<file path="src/rtl/rr_arbiter_lock.sv">
// rr_arbiter_lock: N-port round-robin arbiter with a registered one-hot grant,
// per-port enable masking and lockable multi-cycle tenure.
// Optional feature macro: ARB_MAX_HOLD_EN bounds a locked tenure to MAX_HOLD
// cycles (when other ports are waiting) and raises a one-cycle preempt pulse.
module rr_arbiter_lock #(
    parameter int unsigned N        = 4,
    parameter int unsigned MAX_HOLD = 8,
    localparam int unsigned IW      = (N > 1) ? $clog2(N) : 1
) (
    input  logic          clk,
    input  logic          reset_n,
    input  logic [N-1:0]  req,
    input  logic [N-1:0]  en,
    input  logic [N-1:0]  lock,
    output logic [N-1:0]  grant,
    output logic          grant_valid,
    output logic [IW-1:0] grant_id,
    output logic          preempt
);

    // Reject configurations outside the supported range at elaboration time.
    if (N < 2 || N > 16) begin : g_bad_n
        $error("rr_arbiter_lock: N must be in 2..16");
    end
    if (MAX_HOLD < 1 || MAX_HOLD > 255) begin : g_bad_hold
        $error("rr_arbiter_lock: MAX_HOLD must be in 1..255");
    end

    typedef enum logic {
        ST_IDLE  = 1'b0,
        ST_GRANT = 1'b1
    } state_e;

    state_e        state_q, state_d;
    logic [N-1:0]  grant_q, grant_d;
    logic [N-1:0]  ptr_q, ptr_d;
    logic [IW-1:0] grant_id_q, grant_id_d;
    logic          grant_valid_q, grant_valid_d;

    logic [N-1:0]  eligible;
    logic [N-1:0]  cand;
    logic [IW-1:0] ptr_idx;
    logic [IW-1:0] win_idx;
    logic          win_found;
    logic          cont;
    logic          force_end;
    logic          new_grant;

`ifdef ARB_MAX_HOLD_EN
    logic [7:0]    hold_q, hold_d;
    logic          preempt_q, preempt_d;
`endif

    assign eligible = req & en;

    // Current holder keeps the grant while it still requests, is enabled and locks.
    assign cont = (state_q == ST_GRANT) && (|(grant_q & eligible & lock));

`ifdef ARB_MAX_HOLD_EN
    // A tenure that has reached MAX_HOLD is ended only if someone else is waiting.
    assign force_end = cont && (hold_q >= 8'(MAX_HOLD)) && (|(eligible & ~grant_q));
`else
    assign force_end = 1'b0;
`endif

    // On a forced end the current holder is excluded from the scan.
    assign cand = force_end ? (eligible & ~grant_q) : eligible;

    // Decode the one-hot priority pointer into an index.
    always_comb begin
        ptr_idx = '0;
        for (int unsigned i = 0; i < N; i++) begin
            if (ptr_q[i]) ptr_idx = IW'(i);
        end
    end

    // Cyclic scan from ptr: first the upper segment [ptr..N-1], then the wrap [0..ptr-1].
    always_comb begin
        win_found = 1'b0;
        win_idx   = '0;
        for (int unsigned i = 0; i < N; i++) begin
            if (!win_found && cand[i] && (i >= 32'(ptr_idx))) begin
                win_found = 1'b1;
                win_idx   = IW'(i);
            end
        end
        for (int unsigned i = 0; i < N; i++) begin
            if (!win_found && cand[i] && (i < 32'(ptr_idx))) begin
                win_found = 1'b1;
                win_idx   = IW'(i);
            end
        end
    end

    // Next-state and next-output computation for the arbitration FSM.
    always_comb begin
        state_d       = state_q;
        grant_d       = grant_q;
        grant_id_d    = grant_id_q;
        ptr_d         = ptr_q;
        new_grant     = 1'b0;
        if (cont && !force_end) begin
            state_d = ST_GRANT;
        end else if (win_found) begin
            state_d          = ST_GRANT;
            grant_d          = '0;
            grant_d[win_idx] = 1'b1;
            grant_id_d       = win_idx;
            // Pointer restarts one past the new winner (rotate-left of the one-hot grant).
            ptr_d            = {grant_d[N-2:0], grant_d[N-1]};
            new_grant        = 1'b1;
        end else begin
            state_d    = ST_IDLE;
            grant_d    = '0;
            grant_id_d = '0;
        end
        grant_valid_d = |grant_d;
    end

`ifdef ARB_MAX_HOLD_EN
    // Hold counter: 1 on the first cycle of a tenure, saturating at MAX_HOLD.
    always_comb begin
        hold_d    = hold_q;
        preempt_d = force_end;
        if (new_grant) begin
            hold_d = 8'd1;
        end else if (state_d == ST_IDLE) begin
            hold_d = '0;
        end else if (hold_q < 8'(MAX_HOLD)) begin
            hold_d = hold_q + 8'd1;
        end
    end
`endif

    // State, pointer and registered outputs.
    always_ff @(posedge clk or negedge reset_n) begin
        if (!reset_n) begin
            state_q       <= ST_IDLE;
            grant_q       <= '0;
            grant_id_q    <= '0;
            grant_valid_q <= 1'b0;
            ptr_q         <= N'(1);
`ifdef ARB_MAX_HOLD_EN
            hold_q        <= '0;
            preempt_q     <= 1'b0;
`endif
        end else begin
            state_q       <= state_d;
            grant_q       <= grant_d;
            grant_id_q    <= grant_id_d;
            grant_valid_q <= grant_valid_d;
            ptr_q         <= ptr_d;
`ifdef ARB_MAX_HOLD_EN
            hold_q        <= hold_d;
            preempt_q     <= preempt_d;
`endif
        end
    end

    assign grant       = grant_q;
    assign grant_valid = grant_valid_q;
    assign grant_id    = grant_id_q;
`ifdef ARB_MAX_HOLD_EN
    assign preempt     = preempt_q;
`else
    assign preempt     = 1'b0;
`endif

endmodule

</file>
<file path="config.mk">
export PLATFORM = sky130hd
export DESIGN_NAME = rr_arbiter_lock
export DESIGN_NICKNAME = d
export VERILOG_FILES = /design/src/rtl/rr_arbiter_lock.sv
export SDC_FILE = /design/constraint.sdc
export NUM_CORES = 1
export LEC_CHECK = 0
export CAP_MARGIN = 20
export CORE_MARGIN = 2
export CORE_UTILIZATION = 45
export DETAILED_ROUTE_END_ITERATION = 10
export GPL_TIMING_DRIVEN = 0
export PLACE_DENSITY = 0.81
export SYNTH_ARGS = -nofsm -noshare
export SYNTH_HDL_FRONTEND = slang
export SYNTH_SLANG_ARGS = --single-unit
</file>
<file path="constraint.sdc">
create_clock -name clk -period 3.3 [get_ports clk]
set_input_delay 0.66 -clock clk [delete_from_list [all_inputs] [get_ports clk]]
set_output_delay 0.66 -clock clk [all_outputs]
set_load 0.005 [all_outputs]
</file>
==> impl_metrics.prom <==
# TYPE chip_impl_metric gauge
chip_impl_metric{name="synthesis.area_per_instance",unit="um2"} 9.905
chip_impl_info{name="worstSetupPathType",value="in -> reg"} 1
chip_impl_metric{name="die_area",unit="mm2"} 0.001627
chip_impl_metric{name="irDropWorstVdd",unit="uV"} 271.2
chip_impl_info{name="yosys_top_cell_by_area",value="sky130_fd_sc_hd__dfrtp_1"} 1
chip_impl_metric{name="p_clk_frac",unit=""} 0.223
chip_impl_metric{name="fill_cells",unit=""} 111
chip_impl_metric{name="netlist_instances",unit=""} 60
chip_impl_metric{name="tritoncts.num_buffers",unit=""} 3
chip_impl_metric{name="setup_viol_count_final",unit=""} 0
chip_impl_metric{name="antenna_found_initial",unit=""} 0
chip_impl_metric{name="synth-adder-area-share",unit=""} 0
chip_impl_metric{name="share_seq_of_total_power",unit=""} 0.443
chip_impl_metric{name="worst-endpoint-arrival",unit="ns"} 2.11
chip_impl_metric{name="post_synthesis_sequential_area_ratio",unit=""} 0.4632
chip_impl_metric{name="post_cts.repair.setup_buffers",unit=""} 0
chip_impl_info{name="timing.critical_path.to_type",value="flop"} 1
chip_impl_metric{name="clock-sinks",unit=""} 11
chip_impl_metric{name="power.static_leakage",unit="nW"} 0.3493
chip_impl_metric{name="drt_first_iter_violations",unit=""} 32
chip_impl_metric{name="via_count",unit=""} 552
chip_impl_metric{name="global_route_wire_length_before_repair",unit="um"} 2076
chip_impl_metric{name="dieWidth",unit="um"} 40.34
chip_impl_info{name="crit_path_start_kind",value="primary input"} 1
chip_impl_metric{name="total_area_of_multi_input_combinational_cells",unit="um2"} 292.8
chip_impl_metric{name="syn-cell-area",unit="um2"} 594.3
chip_impl_metric{name="mux_contribution_to_synthesized_area",unit=""} 0.02526
chip_impl_metric{name="critPathMaxFanout",unit=""} 7
chip_impl_metric{name="detail_route.wirelength",unit="um"} 1414
chip_impl_info{name="timing.hold.worst.class",value="reg -> reg"} 1
chip_impl_metric{name="cts_buffer_depth",unit=""} 2
chip_impl_info{name="combinational_family_with_the_most_area_after_synthesis",value="compound AO/OA/AOI/OAI gates"} 1
chip_impl_metric{name="place.detailed.hpwl",unit="um"} 1095
chip_impl_metric{name="grt.overflow.total",unit=""} 0
chip_impl_metric{name="layout.core_utilization",unit=""} 0.6627
chip_impl_metric{name="io_buffer_count",unit=""} 20
chip_impl_metric{name="globalplace.congestion",unit=""} 0.8201
chip_impl_metric{name="p_switching",unit="W"} 0.0001243
chip_impl_metric{name="groute.usage.overall",unit=""} 0.1968
chip_impl_metric{name="finalClockSkew",unit="ns"} 0.007233
chip_impl_metric{name="worst_pin_slew",unit="ns"} 0.5051
chip_impl_metric{name="htreeDepth",unit=""} 1
chip_impl_metric{name="remaining_routing_drc_violations",unit=""} 0
chip_impl_metric{name="boundaryPins",unit=""} 22
chip_impl_metric{name="p_sw_frac",unit=""} 0.3040
chip_impl_metric{name="number_of_iterations_in_the_first_detailed_routing_pass",unit=""} 4
chip_impl_metric{name="layout_area_overhead",unit="%"} 41.47
chip_impl_info{name="post_synth_main_area_contributors",value="sky130_fd_sc_hd__dfrtp_1 (46%), sky130_fd_sc_hd__o31ai_1 (6.3%), sky130_fd_sc_hd__nand2_1 (5.7%)"} 1
chip_impl_metric{name="report.final.hold_viol_count",unit=""} 0
chip_impl_metric{name="synth_seq_cells",unit=""} 11
chip_impl_metric{name="min_period_over_period",unit=""} 0.5939
chip_impl_metric{name="clk_pin_slew_worst_paths",unit="ns"} 0.07
chip_impl_metric{name="cts_resizes",unit=""} 0
chip_impl_metric{name="design_power_total",unit="W"} 0.0004090
chip_impl_metric{name="fraction_of_the_mapped_netlist_area_in_compound_gates",unit=""} 0.2716
chip_impl_metric{name="final.min_clock_period",unit="ns"} 1.960
chip_impl_metric{name="max_clock_freq",unit="MHz"} 510.2
chip_impl_metric{name="floorplan.die.height",unit="um"} 40.34
chip_impl_info{name="grt_setup_unrepaired",value="no"} 1
chip_impl_metric{name="num_antenna_cells",unit=""} 0
chip_impl_metric{name="drv_slew",unit=""} 0
chip_impl_metric{name="ant_nets",unit=""} 0
chip_impl_metric{name="synthXorXnorAreaFrac",unit=""} 0
chip_impl_metric{name="synth-warning-count",unit=""} 0
chip_impl_metric{name="timing.setup.tns",unit="ns"} 0
chip_impl_metric{name="post_cts_hold_buffer_count",unit=""} 0
chip_impl_metric{name="max-cap-violations",unit=""} 0
chip_impl_metric{name="start_util",unit=""} 0.4684
chip_impl_metric{name="final_layout_size_suffix_gt1_frac",unit=""} 0.1429
chip_impl_metric{name="stdcell_area",unit="um2"} 840.8
chip_impl_metric{name="post-route-worst-setup-slack",unit="ns"} 1.340
chip_impl_metric{name="power_per_cell_area",unit="mW/mm2"} 486.4
chip_impl_metric{name="worst_skew_pair.late_latency",unit="ns"} 0.27
chip_impl_metric{name="grt_pass1_vias",unit=""} 477
chip_impl_metric{name="slew_headroom",unit=""} 0.6622
chip_impl_metric{name="average_vias_per_placed_instance",unit=""} 5.576
chip_impl_metric{name="post_synth_and_or_nand_nor_area_fraction",unit=""} 0.1895
chip_impl_metric{name="critPathRequiredTime",unit="ns"} 3.45
chip_impl_metric{name="grt_start_max_net_pins",unit=""} 12
chip_impl_metric{name="ys_types",unit=""} 25
chip_impl_info{name="result_of_the_run",value="finished clean"} 1
chip_impl_metric{name="regArea",unit="um2"} 275.3
chip_impl_metric{name="pre_cts_slack",unit="ns"} 1.076
chip_impl_metric{name="layout.nets",unit=""} 99
chip_impl_metric{name="core_area",unit="mm2"} 0.001269
chip_impl_info{name="clk_root_buffer_cell",value="sky130_fd_sc_hd__clkbuf_4"} 1
chip_impl_metric{name="share_comb_of_total_power",unit=""} 0.334
chip_impl_metric{name="avgRoutedWirePerCell",unit="um"} 14.28
chip_impl_metric{name="place_area",unit="um2"} 813.3
chip_impl_info{name="layout.cells.most_common_list",value="sky130_fd_sc_hd__clkdlybuf4s50_1 (20), sky130_fd_sc_hd__dfrtp_1 (11), sky130_fd_sc_hd__nand2_1 (9), sky130_fd_sc_hd__o31ai_1 (5), sky130_fd_sc_hd__o21ai_0 (5)"} 1
chip_impl_info{name="cts_tree",value="done"} 1
chip_impl_metric{name="synth_nets",unit=""} 74
chip_impl_metric{name="cell_internal_pwr",unit="W"} 0.0002846
chip_impl_info{name="mostFrequentLayoutCell",value="sky130_fd_sc_hd__clkdlybuf4s50_1"} 1
chip_impl_metric{name="netlist.area_leader.share",unit=""} 0.4632
chip_impl_metric{name="placement_rows",unit=""} 13
[cell families after synthesis]
logic type / after synthesis
and+or+nand+nor: 21
AOI/OAI and AO/OA: 21
buffers and inverters: 5
other: 1
muxes: 1
DFF: 11
[cell type report]
type / count / share of cell area
plain buffers: 2 / 0.01786
clock buffers: 3 / 0.02679
clock inverters: 1 / 0.005952
inverters: 3 / 0.01339
multi-input cells: 44 / 0.3482
flip-flops and latches: 11 / 0.3274
well taps: 15 / 0.02232
repair buffers: 20 / 0.2381
[layer usage]
layer  up-vias  global-route usage  part of all wire
met3         2             0.01667             0.057
met2        19              0.3214              0.47
met1       260              0.2569              0.47
li1        271                   -                 -
met4         0              0.1000            0.0071
met5         -                   0                 0
[power groups by stage]
stage | logic [W] | registers, W | clock network [W]
floorplan | 0.0000705 | 0.000180 | 0
global placement | 0.000133 | 0.000183 | 0
detailed placement | 0.000136 | 0.000184 | 0
CTS | 0.000137 | 0.000182 | 0.0000943
global route | 0.000149 | 0.000185 | 0.0000980
finish | 0.000137 | 0.000181 | 0.0000910
[final timing paths]
kind	endpoint	start	slack (ns)	depth (start not counted)
max reg2reg	ptr_q[1]	ptr_q[3]	1.85	4
min	grant_id[1]	grant_id[1]	0.49	2
max in group asynchronous	grant[0]	reset_n	2.23	1
max	ptr_q[1]	req[1]	1.34	5
min reg2reg	grant_id[1]	grant_id[1]	0.49	2
min in group asynchronous	grant[2]	reset_n	0.73	1
[per-stage QoR]
step           std cells  hold slack (ns)
2_1_floorplan         60           0.3644
3_3_place_gp          95           0.4661
3_5_place_dp          95           0.4749
4_1_cts               99           0.4974
5_1_grt               99           0.5231
6_report              99           0.4926
[flip-flops by register name, summed over array words and instances (netlist names)]
register and flops:
grant 4, grant_id 2, grant_valid 1, ptr_q 3, state_q 1
[synth_stat cells]
cell,count
sky130_fd_sc_hd__dfrtp_1,11
sky130_fd_sc_hd__nand2_1,9
sky130_fd_sc_hd__o21ai_0,5
sky130_fd_sc_hd__o31ai_1,5
sky130_fd_sc_hd__nand4_1,4
sky130_fd_sc_hd__a22oi_1,3
sky130_fd_sc_hd__inv_1,3
sky130_fd_sc_hd__a22o_1,2
sky130_fd_sc_hd__buf_4,2
sky130_fd_sc_hd__a21bo_2,1
sky130_fd_sc_hd__a21oi_1,1
sky130_fd_sc_hd__a31oi_1,1
sky130_fd_sc_hd__a41oi_2,1
sky130_fd_sc_hd__and2_0,1
sky130_fd_sc_hd__and2_1,1
sky130_fd_sc_hd__and3b_1,1
sky130_fd_sc_hd__conb_1,1
sky130_fd_sc_hd__mux2_4,1
sky130_fd_sc_hd__nand3_1,1
sky130_fd_sc_hd__nor2_1,1
sky130_fd_sc_hd__nor2_2,1
sky130_fd_sc_hd__nor2b_2,1
sky130_fd_sc_hd__o2111ai_2,1
sky130_fd_sc_hd__o22ai_1,1
sky130_fd_sc_hd__or3b_1,1
[critical path, cell delays in order]
cell and delay, ns:
sky130_fd_sc_hd__clkdlybuf4s50_1 0.55, sky130_fd_sc_hd__nand4_1 0.14, sky130_fd_sc_hd__a41oi_2 0.37, sky130_fd_sc_hd__nor2_2 0.08, sky130_fd_sc_hd__mux2_4 0.30
No activity file was read; power rests on OpenSTA's default activity.
